## src/rtl/btn_cmd_frontend.sv

```systemverilog
// Button/switch front end: synchronize, debounce (optional, macro BTN_DEBOUNCE_EN),
// detect presses, and queue prioritized commands into a small ready/valid FIFO.
module btn_cmd_frontend #(
    parameter int CLK_FREQ    = 100,
    parameter int DEBOUNCE_US = 10,
    parameter int FIFO_DEPTH  = 4
) (
    input  logic        clk_sys,
    input  logic        rst,
    input  logic [4:0]  btn,
    input  logic [15:0] sw,
    output logic        cmd_valid,
    input  logic        cmd_ready,
    output logic [1:0]  cmd_code,
    output logic [15:0] cmd_data,
    output logic        overflow
);

    localparam int AW = $clog2(FIFO_DEPTH);
    localparam int CW = AW + 1;

    localparam logic [1:0] C_INIT  = 2'd0;
    localparam logic [1:0] C_ADD   = 2'd1;
    localparam logic [1:0] C_SPEED = 2'd2;
    localparam logic [1:0] C_CLEAR = 2'd3;

    typedef struct packed {
        logic [1:0]  code;
        logic [15:0] data;
    } cmd_t;

    logic [4:0]       btn_s1, btn_s2, db, db_q, rise;
    logic [15:0]      sw_s1, sw_s2;
    logic [3:0]       rise_c, pend, sel;
    logic [1:0]       sel_code;
    logic [3:0][15:0] payload;
    cmd_t             mem [FIFO_DEPTH];
    cmd_t             wdata, head;
    logic [AW-1:0]    wr_ptr, rd_ptr;
    logic [CW-1:0]    count;
    logic             wr_req, full, pop, wr_en, drop, repress, ovf;

    always_ff @(posedge clk_sys) begin
        if (rst) begin
            btn_s1 <= '0;
            btn_s2 <= '0;
            sw_s1  <= '0;
            sw_s2  <= '0;
        end else begin
            btn_s1 <= btn;
            btn_s2 <= btn_s1;
            sw_s1  <= sw;
            sw_s2  <= sw_s1;
        end
    end

`ifdef BTN_DEBOUNCE_EN
    localparam int DEBOUNCE_CYCLES = CLK_FREQ * DEBOUNCE_US;
    localparam int DW = $clog2(DEBOUNCE_CYCLES + 1);

    logic [4:0][DW-1:0] db_cnt;

    // Level flips only after DEBOUNCE_CYCLES back-to-back disagreeing samples.
    always_ff @(posedge clk_sys) begin
        if (rst) begin
            db     <= '0;
            db_cnt <= '0;
        end else begin
            for (int i = 0; i < 5; i++) begin
                if (btn_s2[i] != db[i]) begin
                    if (db_cnt[i] == DW'(DEBOUNCE_CYCLES - 1)) begin
                        db[i]     <= btn_s2[i];
                        db_cnt[i] <= '0;
                    end else begin
                        db_cnt[i] <= db_cnt[i] + 1'b1;
                    end
                end else begin
                    db_cnt[i] <= '0;
                end
            end
        end
    end
`else
    assign db = btn_s2;
`endif

    always_ff @(posedge clk_sys) begin
        if (rst) db_q <= '0;
        else     db_q <= db;
    end

    assign rise   = db & ~db_q;
    // Pending/payload slots are indexed by command code; BTNR (bit 3) is ignored.
    assign rise_c = {rise[4], rise[2], rise[1], rise[0]};

    always_comb begin
        sel      = 4'b0000;
        sel_code = C_INIT;
        if (pend[C_INIT]) begin
            sel      = 4'b0001;
            sel_code = C_INIT;
        end else if (pend[C_CLEAR]) begin
            sel      = 4'b1000;
            sel_code = C_CLEAR;
        end else if (pend[C_SPEED]) begin
            sel      = 4'b0100;
            sel_code = C_SPEED;
        end else if (pend[C_ADD]) begin
            sel      = 4'b0010;
            sel_code = C_ADD;
        end
    end

    assign wr_req  = |pend;
    assign full    = (count == CW'(FIFO_DEPTH));
    assign pop     = cmd_valid & cmd_ready;
    assign wr_en   = wr_req & (~full | pop);
    assign drop    = wr_req & full & ~pop;
    // A slot selected this cycle is leaving, so a new press into it is not a re-press.
    assign repress = |(rise_c & pend & ~sel);
    assign wdata   = '{code: sel_code, data: payload[sel_code]};

    always_ff @(posedge clk_sys) begin
        if (rst) begin
            pend    <= '0;
            payload <= '0;
            ovf     <= 1'b0;
        end else begin
            pend <= (pend & ~sel) | rise_c;
            payload[C_INIT]  <= '0;
            payload[C_CLEAR] <= '0;
            if (rise_c[C_ADD])   payload[C_ADD]   <= {11'b0, sw_s2[4:0]};
            if (rise_c[C_SPEED]) payload[C_SPEED] <= sw_s2;
            if (drop || repress) ovf <= 1'b1;
        end
    end

    always_ff @(posedge clk_sys) begin
        if (wr_en) mem[wr_ptr] <= wdata;
    end

    always_ff @(posedge clk_sys) begin
        if (rst) begin
            wr_ptr <= '0;
            rd_ptr <= '0;
            count  <= '0;
        end else begin
            if (wr_en) wr_ptr <= wr_ptr + 1'b1;
            if (pop)   rd_ptr <= rd_ptr + 1'b1;
            case ({wr_en, pop})
                2'b10:   count <= count + 1'b1;
                2'b01:   count <= count - 1'b1;
                default: count <= count;
            endcase
        end
    end

    assign head      = mem[rd_ptr];
    assign cmd_valid = (count != '0);
    assign cmd_code  = cmd_valid ? head.code : 2'd0;
    assign cmd_data  = cmd_valid ? head.data : 16'd0;
    assign overflow  = ovf;

endmodule
```

## config.mk

```make
export PLATFORM = sky130hd
export DESIGN_NAME = btn_cmd_frontend
export DESIGN_NICKNAME = d
export VERILOG_FILES = /design/src/rtl/btn_cmd_frontend.sv
export SDC_FILE = /design/constraint.sdc
export NUM_CORES = 1
export LEC_CHECK = 0
export CAP_MARGIN = 40
export CORE_ASPECT_RATIO = 1.5
export CORE_MARGIN = 2
export CORE_UTILIZATION = 45
export DETAILED_ROUTE_END_ITERATION = 8
export PLACE_DENSITY = 0.71
export SYNTH_ARGS = -nofsm -noshare
export SYNTH_HDL_FRONTEND = slang
export SYNTH_SLANG_ARGS = --single-unit
```

## constraint.sdc

```tcl
create_clock -name clk_sys -period 2.7 [get_ports clk_sys]
set_clock_uncertainty 0.1 [all_clocks]
set_input_delay 0.405 -clock clk_sys [delete_from_list [all_inputs] [get_ports clk_sys]]
set_output_delay 0.405 -clock clk_sys [all_outputs]
set_load 0.01 [all_outputs]
```

==> metrics.cfg, run 1 <==
[setup_path]
cp_max_fo = 9
crit_slowest_cell = mux4_2
cp_top_family = buffers and inverters
worstPathRequired_ps = 2190
critical_path.startpoint_type = flip-flop
worstPathArrival_ps = 2100
path_cells = clkbuf_16 -> mux4_2 -> and2_1 -> clkdlybuf4s50_1
path_class = flip-flop to output pin
slowest_delay_ps = 500
critPathBufInv = 2
worstSetupEndpointType = output pin

[synth]
async_flop_share_pct = 0
synth-edff-count = 72
synthesis.nets = 434
synth_flop_cell = dfxtp_1
syn_area_sq_um = 5520
yosysUniqueCellTypes = 38
yosys.area.top_type = edfxtp_1
ys_ff_latch = 151
yosys_warnings = 0
syn_inst = 405
synth_top_area_share_pct = 39.2
ys_seq_area_share_pct = 67.8
syn_area_per_cell_sq_um = 13.6
synth.top_cells.by_area = edfxtp_1 39%, dfxtp_1 29%, mux4_2 7.3%

[routing]
route.met3.wl_microns = 302
met2_length_microns = 4400
vias = 2981
met1Wirelength_microns = 3230
wirelength_microns = 8120
drc = 0
wl_per_cell_microns = 13.0
ant_nets = 0
top_layer = met4
via_per_inst = 4.78
first_pass_iters = 4
drt_iter0_drc = 207

[cts]
cts-root-buf = clkbuf_16
clk_latency_ps = 410
clk_pin_slew_ps = 60
cts.sinks = 151
cts_inserted_buffers = 17
ctsHtreeMaxLevel = 4
cts_tree = built
hold_buffers = 0
cts_buffer_depth = 2

[global_route]
grt-ovfl-total = 0
grt_util_all_layers_pct = 13.6
antenna_found_initial = 0
grt_pass1_vias = 2951
grt_max_degree = 36
grt_pass1_wl_microns = 13500

[floorplan]
core.rowCount = 49
die_h_microns = 140
io_pins = 44
fp.dieW_microns = 94.4
coreArea_sq_um = 12000
initial_core_util_pct = 46.2
die-area_sq_um = 13200

[power_and_ir_drop]
power.share.clock_pct = 35.8
pwr-share-seq_pct = 44.7
switchingPower_w = 0.00135
p_int_w = 0.00437
p_leak_nw = 2.52
power.share.switching_pct = 23.5
p_comb_share_pct = 19.4
powerDensity_nw_per_um2 = 856
peakVddDrop_uv = 646

[cells_and_area]
post-route-cell-area_sq_um = 6680
syn2layout_area_growth_pct = 21.1
utilization_pct = 55.9
num-nets-final = 487
layout-drive-gt1-share_pct = 14.7
diodes = 0

[min_path]
hold_path.class = flip-flop to flip-flop

[timing]
setup_tns_ps = 0
whs_ps = 284
period_share_pct = 96.5
period_needed_ps = 2610
max_freq_mhz = 384
rsz0062_at_grt = no
drv_slew = 0
final.setup.worst_slack_ps = 94.3
setup_viol = 0
hold_viol = 0
worst_pin_slew_ps = 581
slew_headroom_pct = 61.3

[place]
pre_cts_ws_ps = 274
place.gp.congestion = 0.737
place_hpwl_microns = 5250
numPortBuffers = 42
dpl_cell_area_sq_um = 6120

[outcome]
status = complete, no violations

[job]
drv_cap = 0

## per-stage QoR
stage / std cells / power [W]
floorplan: 405 / 0.00324
global placement: 589 / 0.00366
detailed placement: 589 / 0.00369
CTS: 620 / 0.00573
global route: 623 / 0.00598
finish: 623 / 0.00572
## path summary, 6_finish.rpt
check	startpoint	endpoint	slack [ps]	cells after the start
hold / removal	db_q[0]$_SDFF_PP0_	pend[0]$_SDFF_PP0_	280	1
setup / recovery	flip-flop	cmd_data[4]	90	4
setup reg to reg	pend[3]$_SDFF_PP0_	count[2]$_SDFFE_PP0P_	290	6
hold reg to reg	db_q[0]$_SDFF_PP0_	pend[0]$_SDFF_PP0_	280	1
## sequential cells by signal (all words and copies together), names as in the netlist, named ones only
signal,count
btn_s1,4
btn_s2,4
count,3
db_q,4
mem,72
overflow,1
payload,21
pend,4
rd_ptr,2
sw_s1,16
sw_s2,16
wr_ptr,2
## power groups by stage
stage | logic (W) | registers (W) | clock network (W)
final | 0.00111 | 0.00256 | 0.00205
after CTS | 0.00109 | 0.00255 | 0.00210
after global routing | 0.00122 | 0.00257 | 0.00219
after global placement | 0.00107 | 0.00258 | 0
after floorplan | 0.000668 | 0.00257 | 0
after detailed placement | 0.00110 | 0.00259 | 0
## worst register-to-register path: stages, from the launching register on
cell and delay (ps):
dfxtp_1 380, nor4_4 460, nand3_2 150, fa_1 440
or3_2 490, a31oi_1 180, a21oi_1 80
## cell usage after synthesis, types with 4 or more instances
master,instances
inv_1,6
mux2i_1,6
nor2b_1,46
dfxtp_1,79
a21oi_1,26
ha_1,4
nor2_1,25
mux4_2,18
edfxtp_1,72
nand2b_1,4
and2_1,22
and3_1,16
clkbuf_1,18
nand2_1,34
## routing by layer
metal | GRT usage (%) | up-vias
met5 | 0 | -
met4 | 6.64 | 0
met3 | 5.25 | 12
met2 | 23.5 | 46
met1 | 14.1 | 1403
li1 | - | 1520
## what timing repair did
item,4_1_cts,5_1_grt
endpoints found under the setup margin,2,16
pin swaps,0,0
gates cloned,0,1
setup buffers,0,2
gates resized for setup,2,2
## cell type report
| class | count | area (sq um) |
|---|---|---|
| Clock buffer | 17 | 425 |
| Clock inverter | 14 | 92.6 |
| Fill cell | 983 | 5270 |
| Inverter | 6 | 22.5 |
| Multi-Input combinational cell | 225 | 1650 |
| Sequential cell | 151 | 3750 |
| Tap cell | 153 | 191 |
| Timing Repair Buffer | 57 | 556 |
## cells in the final DEF, fill, tap and decap left out, types with 2 or more instances in the layout
| cell type | count |
|---|---|
| a21oi_1 | 26 |
| and2_1 | 22 |
| and3_1 | 16 |
| buf_4 | 13 |
| clkbuf_16 | 18 |
| clkdlybuf4s50_1 | 39 |
| clkinv_1 | 6 |
| clkinv_2 | 5 |
| clkinvlp_4 | 2 |
| dfxtp_1 | 78 |
| dlygate4sd2_1 | 2 |
| edfxtp_1 | 72 |
| ha_1 | 4 |
| inv_1 | 6 |
| mux2_4 | 2 |
| mux2i_1 | 6 |
| mux4_2 | 18 |
| nand2_1 | 34 |
| nand2b_1 | 4 |
| nand3_1 | 3 |
| nor2_1 | 25 |
| nor2b_1 | 46 |
| o2111ai_1 | 2 |
| xor2_1 | 2 |
## logic make-up (layout without fill, tap and decap cells)
logic type / after synthesis / after routing / synth area share (%)
fa+ha+maj: 5 / 5 / 1.27
buf+inv: 29 / 94 / 2.27
simple gates: 158 / 158 / 15.6
mux: 26 / 26 / 8.98
compound gates: 33 / 33 / 3.58
flops: 151 / 151 / 67.8
xor+xnor: 3 / 3 / 0.476
(Power assumes the default switching activity.)
==> inputs of run 2 (changes only) <==
Settings changed: CORE_MARGIN 2 to not set.
==> run 2 against run 1 <==
  * Wire length down 0.21%
  * Combinational power about the same
  * Flip-flop and latch count stayed put
  * Critical path type unchanged
  * Critical endpoint is now cmd_data[9]
  * Largest cell class unchanged
==> metrics.cfg, run 2 (synthesized netlist as in run 1, its figures left out) <==
[min_path]
min_from = db_q[0]$_SDFF_PP0_  ; unchanged
whs_endpoint = pend[0]$_SDFF_PP0_  ; unchanged
hold_depth = 1  ; unchanged
hold_path.class = flip-flop to flip-flop  ; unchanged

[place]
place.gp.congestion = 0.724  ; was 0.737
numPortBuffers = 42  ; unchanged
pre_cts_ws_ps = 233  ; was 274 ps
place_hpwl_microns = 5180  ; was 5250 microns

[cells_and_area]
largest_register_ffs = 72  ; unchanged
top_regs = mem (72), payload (21)  ; unchanged
num-nets-final = 486  ; was 487
utilization_pct = 56.7  ; was 55.9%
top_register = mem  ; unchanged
num-fill-cells = 952  ; was 983
layout-drive-gt1-share_pct = 15.3  ; was 14.7%
syn2layout_area_growth_pct = 22.8  ; was 21.1%
final_common_cell = dfxtp_1  ; unchanged
final_cell_mix = 78 x dfxtp_1, 72 x edfxtp_1, 46 x nor2b_1  ; unchanged
diodes = 0  ; unchanged

[setup_path]
worstSetupPathDepth = 4  ; unchanged
slowest_delay_ps = 490  ; was 500 ps
worstPathArrival_ps = 2100  ; about the same
rrSetupSlack_ps = 260  ; was 290 ps
r2r_end = count[2]$_SDFFE_PP0P_  ; unchanged
cp_top_family = buffers and inverters  ; unchanged
worstSetupEndpointType = output pin  ; unchanged
cp_max_fo = 9  ; unchanged
path_class = flip-flop to output pin  ; unchanged
r2r-start = pend[3]$_SDFF_PP0_  ; unchanged
worst_r2r_path_depth = 6  ; unchanged
critPathBufInv = 2  ; unchanged
critical_path.startpoint_type = flip-flop  ; unchanged
crit_slowest_cell = mux4_2  ; unchanged
path_cells = clkbuf_16 -> mux4_2 -> and2_1 -> clkdlybuf4s50_1  ; unchanged
worstPathRequired_ps = 2190  ; about the same

[routing]
wl_per_cell_microns = 13.0  ; about the same
vias = 3006  ; was 2981
via_per_inst = 4.83  ; was 4.78
first_pass_iters = 4  ; unchanged
ant_nets = 0  ; unchanged
drc = 0  ; unchanged
wirelength_microns = 8100  ; was 8120 microns
drt_iter0_drc = 122  ; was 207

[cts]
ctsHtreeMaxLevel = 4  ; unchanged
hold_buffers = 0  ; unchanged
cts-root-buf = clkbuf_16  ; unchanged
clk_pin_slew_ps = 60  ; about the same
clk_latency_ps = 410  ; about the same
cts_inserted_buffers = 17  ; unchanged
cts_tree = built  ; unchanged
cts.sinks = 151  ; unchanged
cts_buffer_depth = 2  ; unchanged

[power_and_ir_drop]
p_leak_nw = 2.56  ; was 2.52 nW
finalPower_w = 0.00603  ; was 0.00572 W
powerDensity_nw_per_um2 = 889  ; was 856 nW/um^2
peakVddDrop_uv = 467  ; was 646 uV

[global_route]
grt-ovfl-total = 0  ; unchanged
grt_util_all_layers_pct = 14.3  ; was 13.6%
grt_pass1_wl_microns = 13400  ; was 13500 microns
antenna_found_initial = 0  ; unchanged
grt_pass1_vias = 2935  ; was 2951
grt_max_degree = 38  ; was 36

[timing]
max_freq_mhz = 383  ; was 384 MHz
period_share_pct = 96.6  ; was 96.5%
final.setup.worst_slack_ps = 91.2  ; was 94.3 ps
rsz0062_at_grt = no  ; unchanged
setup_tns_ps = 0  ; unchanged
whs_ps = 285  ; was 284 ps
setup_viol = 0  ; unchanged
worst_pin_slew_ps = 622  ; was 581 ps
drv_slew = 0  ; unchanged
period_needed_ps = 2610  ; about the same
hold_viol = 0  ; unchanged
slew_headroom_pct = 58.5  ; was 61.3%

[outcome]
status = complete, no violations  ; unchanged

[floorplan]
io_pins = 44  ; unchanged
coreArea_sq_um = 12000  ; unchanged
die_h_microns = 138  ; was 140 microns
die-area_sq_um = 12700  ; was 13200 sq um
core.rowCount = 49  ; unchanged
initial_core_util_pct = 46.2  ; unchanged
fp.dieW_microns = 92.4  ; was 94.4 microns

[job]
drv_cap = 0  ; unchanged

## run 2: worst max path at each step
stage | startpoint | end | slack, ps
5_1_grt | flip-flop | cmd_data[0] | 10
3_3_place_gp | cmd_ready | count[2]$_SDFFE_PP0P_ | 310
6_report | flip-flop | cmd_data[9] | 90
3_5_place_dp | cmd_ready | mem[1][7]$_DFFE_PP_ | 230
4_1_cts | flip-flop | cmd_data[13] | 20
2_1_floorplan | pend[3]$_SDFF_PP0_ | count[2]$_SDFFE_PP0P_ | 480
## run 2: metrics by stage
| stage | std cells | instance area [sq um] |
|---|---|---|
| final | 623 | 6780 |
| after global routing | 623 | 6780 |
| after detailed placement | 589 | 6120 |
| after floorplan | 405 | 5520 |
| after global placement | 589 | 6120 |
| after CTS | 621 | 6740 |
## run 2: timing repair
item,CTS,global route
cloned,0,1
endpoints found under the setup margin,1,16
buffers inserted,0,1
resized for setup,1,2
## run 2: area by class of cell
type                       instances  area, sq um  area share (%)
tap                              153          191            2.82
timing repair buffer              56          549            8.11
clock inverter                     6         86.3            1.27
clock buffer                      26          531            7.83
inverter                           6         22.5           0.332
sequential                       151         3750            55.3
multi-input combinational        225         1650            24.3
## run 2: layer usage
| layer | up-vias | GRT usage [%] | part of all wire, % |
|---|---|---|---|
| met4 | 0 | 7.55 | 2.1 |
| met1 | 1426 | 14.4 | 41 |
| li1 | 1516 | - | - |
| met3 | 11 | 5.30 | 3.5 |
| met5 | - | 0 | 0 |
| met2 | 53 | 25.3 | 53 |
## run 2: where the power goes
group	internal, W	total (W)	leakage, nW	switching (W)
registers	0.00250	0.00256	1.38	0.0000618
logic	0.000645	0.00111	0.874	0.000460
clock network	0.00154	0.00236	0.298	0.000826
